--- src/rtl/i2s_pkg.sv ---
// Shared I2S types and default geometry: channel sample width, slot length and clock divide ratio.
package i2s_pkg;
  typedef enum logic [1:0] {
    IDLE = 2'd0,
    RUN  = 2'd1,
    STOP = 2'd2
  } i2s_ctrl_state_t;

  localparam int I2S_DW       = 24;
  localparam int I2S_SLOT_W   = 32;
  localparam int I2S_MCLK_DIV = 4;
endpackage

--- src/rtl/i2s_clkgen.sv ---
// I2S bit/word clock generator. sclk = clk/MCLK_DIV at 50% duty; lrclk and the bit counter advance on sclk falls.
// Idles at sclk=0/lrclk=1. The first run cycle loads the frame start. frame_end flags the fall that wraps the frame.
module i2s_clkgen
  import i2s_pkg::*;
#(
  parameter int SLOT_W   = I2S_SLOT_W,
  parameter int MCLK_DIV = I2S_MCLK_DIV
) (
  input  logic clk,
  input  logic rst_n,
  input  logic run,
  output logic sclk,
  output logic lrclk,
  output logic frame_end
);
  localparam int HALF  = MCLK_DIV / 2;
  localparam int DIV_W = (HALF > 1) ? $clog2(HALF) : 1;
  localparam int BIT_W = $clog2(2 * SLOT_W);
  localparam logic [DIV_W-1:0] DIV_LAST = DIV_W'(HALF - 1);
  localparam logic [BIT_W-1:0] BIT_LAST = BIT_W'(2 * SLOT_W - 1);
  localparam logic [BIT_W-1:0] SLOT_B   = BIT_W'(SLOT_W);

  logic [DIV_W-1:0] div_q, div_d;
  logic [BIT_W-1:0] bit_q, bit_d;
  logic             sclk_q, sclk_d;
  logic             lrclk_q, lrclk_d;
  logic             act_q, act_d;
  logic             div_term;

  assign div_term  = (div_q == DIV_LAST);
  assign frame_end = act_q && div_term && sclk_q && (bit_q == BIT_LAST);
  assign sclk      = sclk_q;
  assign lrclk     = lrclk_q;

  always_comb begin
    div_d   = div_q;
    bit_d   = bit_q;
    sclk_d  = sclk_q;
    lrclk_d = lrclk_q;
    act_d   = act_q;
    if (!run) begin
      div_d   = '0;
      bit_d   = '0;
      sclk_d  = 1'b0;
      lrclk_d = 1'b1;
      act_d   = 1'b0;
    end else if (!act_q) begin
      // First running cycle: left slot begins without waiting for an sclk fall.
      div_d   = '0;
      bit_d   = '0;
      sclk_d  = 1'b0;
      lrclk_d = 1'b0;
      act_d   = 1'b1;
    end else if (div_term) begin
      div_d  = '0;
      sclk_d = ~sclk_q;
      if (sclk_q) begin
        bit_d   = (bit_q == BIT_LAST) ? '0 : bit_q + BIT_W'(1);
        lrclk_d = (bit_d >= SLOT_B);
      end
    end else begin
      div_d = div_q + DIV_W'(1);
    end
  end

  always_ff @(posedge clk or negedge rst_n) begin
    if (!rst_n) begin
      div_q   <= '0;
      bit_q   <= '0;
      sclk_q  <= 1'b0;
      lrclk_q <= 1'b1;
      act_q   <= 1'b0;
    end else begin
      div_q   <= div_d;
      bit_q   <= bit_d;
      sclk_q  <= sclk_d;
      lrclk_q <= lrclk_d;
      act_q   <= act_d;
    end
  end
endmodule

--- src/rtl/i2s_ctrl.sv ---
// I2S controller: run/stop FSM that only stops on frame boundaries, and the FIFO-to-transmitter sample path.
// A tx_rd_en request is answered with a tx_rd_valid pulse 2 cycles later. An empty FIFO yields zero data and counts an underrun.
module i2s_ctrl
  import i2s_pkg::*;
#(
  parameter int DW       = I2S_DW,
  parameter int SLOT_W   = I2S_SLOT_W,
  parameter int MCLK_DIV = I2S_MCLK_DIV
) (
  input  logic          clk,
  input  logic          rst_n,
  input  logic          en,
  input  logic          mute,
  output logic          sclk,
  output logic          lrclk,
  output logic          running,
  input  logic          tx_rd_en,
  output logic [DW-1:0] tx_ldata,
  output logic [DW-1:0] tx_rdata,
  output logic          tx_rd_valid,
  output logic          fifo_rd_en,
  input  logic [DW-1:0] fifo_ldata,
  input  logic [DW-1:0] fifo_rdata,
  input  logic          fifo_valid,
  input  logic          fifo_empty,
  input  logic          underrun_clr,
  output logic          underrun,
  output logic [15:0]   underrun_cnt
);
  i2s_ctrl_state_t state_q;
  logic            running_q;
  logic            run;
  logic            frame_end;
  logic            req_q, zero_q, vld_q;
  logic [DW-1:0]   ldat_q, rdat_q;
  logic            uf_q;
  logic [15:0]     cnt_q;
  logic            uf_evt;

  // run is the next-cycle "not IDLE" so the clock generator starts and stops on the same edge as the FSM.
  assign run = (state_q == IDLE) ? en : (en || !((state_q == STOP) && frame_end));

  i2s_clkgen #(
    .SLOT_W  (SLOT_W),
    .MCLK_DIV(MCLK_DIV)
  ) u_clkgen (
    .clk      (clk),
    .rst_n    (rst_n),
    .run      (run),
    .sclk     (sclk),
    .lrclk    (lrclk),
    .frame_end(frame_end)
  );

  always_ff @(posedge clk or negedge rst_n) begin
    if (!rst_n) begin
      state_q   <= IDLE;
      running_q <= 1'b0;
    end else begin
      running_q <= run;
      case (state_q)
        IDLE:    if (en) state_q <= RUN;
        RUN:     if (!en) state_q <= STOP;
        STOP:    if (en) state_q <= RUN;
                 else if (frame_end) state_q <= IDLE;
        default: state_q <= IDLE;
      endcase
    end
  end

  assign running      = running_q;
  assign fifo_rd_en   = rst_n & tx_rd_en & ~fifo_empty;
  assign uf_evt       = tx_rd_en & fifo_empty & ~mute;
  assign tx_ldata     = ldat_q;
  assign tx_rdata     = rdat_q;
  assign tx_rd_valid  = vld_q;
  assign underrun     = uf_q;
  assign underrun_cnt = cnt_q;

  always_ff @(posedge clk or negedge rst_n) begin
    if (!rst_n) begin
      req_q  <= 1'b0;
      zero_q <= 1'b0;
      vld_q  <= 1'b0;
      ldat_q <= '0;
      rdat_q <= '0;
      uf_q   <= 1'b0;
      cnt_q  <= '0;
    end else begin
      req_q  <= tx_rd_en;
      zero_q <= fifo_empty | mute;
      vld_q  <= req_q;
      if (req_q) begin
        ldat_q <= (zero_q || !fifo_valid) ? '0 : fifo_ldata;
        rdat_q <= (zero_q || !fifo_valid) ? '0 : fifo_rdata;
      end
      if (underrun_clr) begin
        uf_q  <= 1'b0;
        cnt_q <= '0;
      end else if (uf_evt) begin
        uf_q <= 1'b1;
        if (cnt_q != 16'hFFFF) cnt_q <= cnt_q + 16'd1;
      end
    end
  end
endmodule

--- config.mk ---
export PLATFORM = sky130hd
export DESIGN_NAME = i2s_ctrl
export DESIGN_NICKNAME = d
export VERILOG_FILES = /design/src/rtl/i2s_pkg.sv /design/src/rtl/i2s_clkgen.sv /design/src/rtl/i2s_ctrl.sv
export SDC_FILE = /design/constraint.sdc
export NUM_CORES = 1
export LEC_CHECK = 0
export ABC_AREA = 1
export CAP_MARGIN = 20
export CORE_MARGIN = 5
export CORE_UTILIZATION = 40
export CTS_CLUSTER_DIAMETER = 120
export DETAILED_ROUTE_END_ITERATION = 12
export GPL_TIMING_DRIVEN = 0
export MAX_ROUTING_LAYER = met4
export PLACE_DENSITY_LB_ADDON = 0.1
export SYNTH_ARGS = -nofsm -noshare
export SYNTH_HDL_FRONTEND = slang
export SYNTH_SLANG_ARGS = --single-unit
--- constraint.sdc ---
create_clock -name clk -period 1.8 [get_ports clk]
set_input_delay 0.54 -clock clk [delete_from_list [all_inputs] [get_ports clk]]
set_output_delay 0.54 -clock clk [all_outputs]
set_load 0.005 [all_outputs]
### After elaboration in Yosys (flattened, before gate mapping)

Index checks and enable logic that the tools add are counted.

| storage, ports and cells | value |
|---|---|
| output and inout bits | 70 |
| register bits after elaboration | 81 |

| cells by class | value |
|---|---|
| bitwise logic cells | 8 |
| equality and inequality tests | 9 |
| $lt $le $gt $ge | 1 |
| reduce and logical (&&, ||, !) cells | 14 |
| add/sub/neg operators | 3 |
| muxes and demuxes | 29 |

Operators by type and width:

| operator | number |
|---|---|
| two-way mux 16 bit | 3 |
| two-way mux 24 bit | 2 |
| two-way mux 6 bit | 5 |
| adder 16 x 1 -> 16 bit, second input constant | 1 |
| inequality test 16 bit, second input constant | 1 |
| two-way mux 1 bit | 14 |
| two-way mux 2 bit | 4 |
| adder 6 x 1 -> 6 bit, second input constant | 1 |
| == test 6 bit, second input constant | 1 |
| >= comparator 6 bit, second input constant | 1 |
| inequality test 3 x 2 -> 1 bit, second input constant | 2 |
| one-hot mux 2 bit (3 select lines) | 1 |
| bitwise AND 1 bit | 4 |
| logical AND 1 bit | 4 |
| inequality test 2 bit, second input constant | 2 |
| AND reduction 2 bit | 2 |
| nonzero test 2 bit | 2 |
| inequality test 3 bit, second input constant | 1 |
| NOT 1 bit | 3 |
| AND reduction 3 bit | 1 |
| == test 2 x 1 -> 1 bit, second input constant | 1 |
| == test 2 bit, second input constant | 1 |
| logical NOT 1 bit | 2 |
| logical NOT 2 bit | 1 |
| other kinds (3) | 4 |

### Depth between registers and ports, before layout

Gate-level depths: netlist of run 1.

| depth | value |
|---|---|
| depth after elaboration | 9 |
| mapped depth | 11 |
| mapped depth without buffers | 10 |

### By module

From an unflattened synthesis of run 1, not the netlist that was laid out.

| unflattened totals | value |
|---|---|
| cells, all modules | 443 |
| area total of the unflattened synthesis | 3,766.1 um2 |

Modules (own cells, without submodules):

| module | area an instance (um2) | cells each | times used | sequential area each (um2) |
|---|---|---|---|---|
| i2s_ctrl | 3,254.4 | 383 | 1 | 1,776.7 |
| i2s_clkgen | 511.7 | 60 | 1 | 251.5 |

### Least setup slack after synthesis of run 1

No wires, ideal clock.

| timing | value |
|---|---|
| path type | register -> register |
| from | reg cnt_q[0], in the netlist underrun_cnt[0] |
| to | reg cnt_q[12], in the netlist underrun_cnt[12] |
| arrival time | 1.434 ns |
| setup time | 0.126 ns |
| setup slack | 0.240 ns |
| buffers on the path | 2 |
| stages on the path, launching flop included | 11 |
| data required time | 1.674 ns |
| cells stage by stage | dfrtp_1 > ha_1 > nand3_2 > nor2_4 > nand2_2 > nor2_2 > nand2_1 > nand2_2 > buf_6 > buf_6 > o21ai_0 |

| between the ends | value |
|---|---|
| word-level cells in the longest chain between the ends | 4 |
| elaborated cells on any way between the ends | 7 |

RTL lines:

| what | RTL line | source |
|---|---|---|
| from (decl) | i2s_ctrl.sv:37 | `logic [15:0] cnt_q;` |
| from (signal assigned) | i2s_ctrl.sv:102 | `if (cnt_q != 16'hFFFF) cnt_q <= cnt_q + 16'd1;` |
| adder 16 x 1 -> 16 bit | i2s_ctrl.sv:102 |  |
| two-way mux 16 bit | i2s_ctrl.sv:102 |  |
| two-way mux 16 bit | i2s_ctrl.sv:100 | `end else if (uf_evt) begin` |
| two-way mux 16 bit | i2s_ctrl.sv:97 | `if (underrun_clr) begin` |

Several ways; a longest one is shown, not always the timed one. The select of a mux whose other input is x is not followed.
A chain may end at the register's enable or synchronous reset.

### Final worst setup path of run 1

| timing | value |
|---|---|
| from | reg cnt_q[13], in the netlist underrun_cnt[13] |
| to | out underrun_cnt[13] |

RTL lines:

| what | RTL line | source |
|---|---|---|
| to (decl) | i2s_ctrl.sv:28 | `output logic [15:0] underrun_cnt` |

No word-level cell between the ends.

==> results.cfg, run 1 <==
[run_status]
status = finished clean

[logic_synthesis]
synth_edf_count = 0
yosysUniqueCellTypes = 23
ys.flop_type = dfrtp_1
synthesis.nets = 507
syn_inst = 449
synth_top_area_cell = dfrtp_1
syn_area_um2 = 3690
synthArstFlopShare = 1.00
synth-seq-cells = 80
post-synth-top-count-cell = dfrtp_1
avgSynthCellArea_um2 = 8.22
synth_top_area_share = 0.536
synth.area.top_cells = dfrtp_1, nand3_1, o21ai_0
ys_seq_area_frac = 0.543
synth_commonest_cells = dfrtp_1, inv_1, nand2_1, nand3_1, o21ai_0
ys_warn_count = 0

[placement]
io_buffers = 125
place_hpwl_um = 7350
routabilityCongestion = 0.847

[drt]
via_per_inst = 4.84
first_pass_iters = 4
ant_nets = 0
vias = 3589
drt-initial-drc-count = 156
route.met3.wl_um = 421
top_layer_used = met4
drc = 0
m1WireLength_um = 4870
dr_wl_met2_um = 5490
wl_um = 10900
wl_per_cell_um = 14.7

[clock_tree]
clk_latency_ns = 0.36
cts_tree = done
cts.sinks = 80
cts_root_buffer = clkbuf_8
ctsHtreeMaxLevel = 3
cts_buffers = 9
path_clk_slew_ns = 0.08
clock_path_buffers = 2

[final_layout]
diodes = 0
n_fill_cell = 801
multi_input_area_um2 = 1330
regArea_um2 = 2010
final_util = 0.643
fin_nets = 683
drive_above_1_share = 0.132
area_growth_pct = 58.7

[timing]
setup_viol = 0
drv_slew = 0
fmax_mhz = 565
tightest_slew_ns = 0.717
fin_skew_ns = 0.00768
min_period_over_period = 0.984
fin_crit_ns = 1.77
hold_viol = 0
hold_ws_ns = 0.101
max-slew-margin-rel = 0.520

[setup_path]
cp_slowest_stage_delay_ns = 0.51
crit_fanout = 2
critPathLaunchType = register
end_kind = output pin
criticalPathCategory = register to output pin
crit_arrival_ns = 1.23
slowest_stage = clkdlybuf4s50_1
cp_num_cells = 1
rr_worst_depth = 10
crit_chain = clkdlybuf4s50_1
crit_start = underrun_cnt[13]
required_ns = 1.26
reg2reg_from = underrun_cnt[1]
crit_family = buffers and inverters
critPathBufInv = 1
r2r_slack_ns = 0.14

[global_routing]
grt_max_degree = 40
grt_pass1_vias = 3459
gr-usage-all-layers = 0.197
grt_pass1_wl_um = 17100
grt_antenna_before_repair = 0
overflow = 0

[power_and_ir_drop]
power_density_nw_per_um2 = 710
p_leak_nw = 3.34
ir_drop_mv = 0.463

[floorplanning]
design.core.area_um2 = 9110
rows = 35
die_area_um2 = 11200
start_util = 0.405
pin_count = 126
fp.dieH_um = 106
fp.dieW_um = 106

[run]
drv_cap = 0

[hold_path]
hold_class = input port to asynchronous set/reset pin
## report_power, final
part / internal (W) / switching (W)
registers: 0.00188 / 0.0000553
logic: 0.000339 / 0.000278
clock network: 0.000926 / 0.000674
## final cells by class
class / count / share of cell area
Buffer: 20 / 0.0167
Tap cell: 111 / 0.0237
Clock buffer: 11 / 0.0224
Inverter: 75 / 0.0481
Sequential cell: 80 / 0.344
Multi-Input combinational cell: 274 / 0.227
Clock inverter: 5 / 0.0182
Timing Repair Buffer: 165 / 0.300
## per-layer routing
metal	vias up	global-route usage
met2	87	0.315
met5	-	-
met3	10	0.0376
li1	1782	-
met1	1710	0.259
met4	0	0.0527
## worst paths after layout
kind,to
hold reg to reg,state_q[0]
min in group clk,state_q[0]
max in group asynchronous,tx_ldata[12]
hold / removal,underrun_cnt[10]
setup / recovery,underrun_cnt[13]
setup reg to reg,underrun_cnt[9]
## sequential cells by signal, summed over array words and instances (netlist names)
name	count
state_q	2
tx_rdata	24
u_clkgen.div_q	1
req_q	1
running	1
zero_q	1
underrun_cnt	16
tx_ldata	24
tx_rd_valid	1
underrun	1
u_clkgen.lrclk	1
u_clkgen.sclk	1
u_clkgen.bit_q	6
## metrics by stage
| step | setup WS [ns] | setup TNS, ns | instance area (µm²) | power (W) | instances |
|---|---|---|---|---|---|
| 5_1_grt | -0.0105 | -0.0206 | 5850 | 0.00437 | 741 |
| 2_1_floorplan | 0.240 | 0 | 3690 | 0.00216 | 449 |
| 3_3_place_gp | -3.34 | -242.79 | 5080 | 0.00251 | 685 |
| 4_1_cts | 0.000359 | 0 | 5560 | 0.00418 | 722 |
| 6_report | 0.0290 | 0 | 5850 | 0.00416 | 741 |
| 3_5_place_dp | -0.740 | -19.83 | 5100 | 0.00253 | 686 |
## placed cells by master, fill, tap and decap left out, types with 2 or more instances in the layout
master           count
buf_16               2
a21oi_1              4
bufinv_16            3
dfrtp_2              8
buf_4               34
clkdlybuf4s50_1     69
bufbuf_16            2
o21ai_0             63
nand2_1             74
buf_2                3
or2_2                2
dlymetal6s2s_1      45
buf_1                2
clkbuf_8             9
nand2_2              3
dlygate4sd2_1        9
dfrtp_1             71
clkbuf_2             4
nor2_1              31
nor2_2               3
xor2_1               6
nand4_1             10
inv_1               74
dlygate4sd3_1        2
clkbuf_1            12
nand3_1             70
buf_6                2
## cell families after synthesis
group | count (synthesis) | synth area share
AO/OA/AOI/OAI | 68 | 0.0923
AND/OR/NAND/NOR | 197 | 0.240
XOR/XNOR | 7 | 0.0166
flip-flops | 80 | 0.543
buffers and inverters | 95 | 0.101
adder cells (fa/ha/maj) | 2 | 0.00678
## timing repair
action | CTS | global route
hold endpoints to repair | 0 | 32
cloned | 2 | 1
hold buffers | 0 | 2
buffers inserted | 18 | 16
setup endpoints to repair | 46 | 89
pin swaps | 0 | 1
resized for setup | 27 | 57
Note: power is estimated with default switching activity, not from simulation.
==> run 2, diff against run 1 <==
--- a/config.mk
+++ b/config.mk
@@ -6,7 +6,6 @@
 export NUM_CORES = 1
 export LEC_CHECK = 0
 export ABC_AREA = 1
-export CAP_MARGIN = 20
 export CORE_MARGIN = 5
 export CORE_UTILIZATION = 40
 export CTS_CLUSTER_DIAMETER = 120
==> results of run 2 <==
Same layout as run 1: the final DEF is identical, and so are final timing and power.
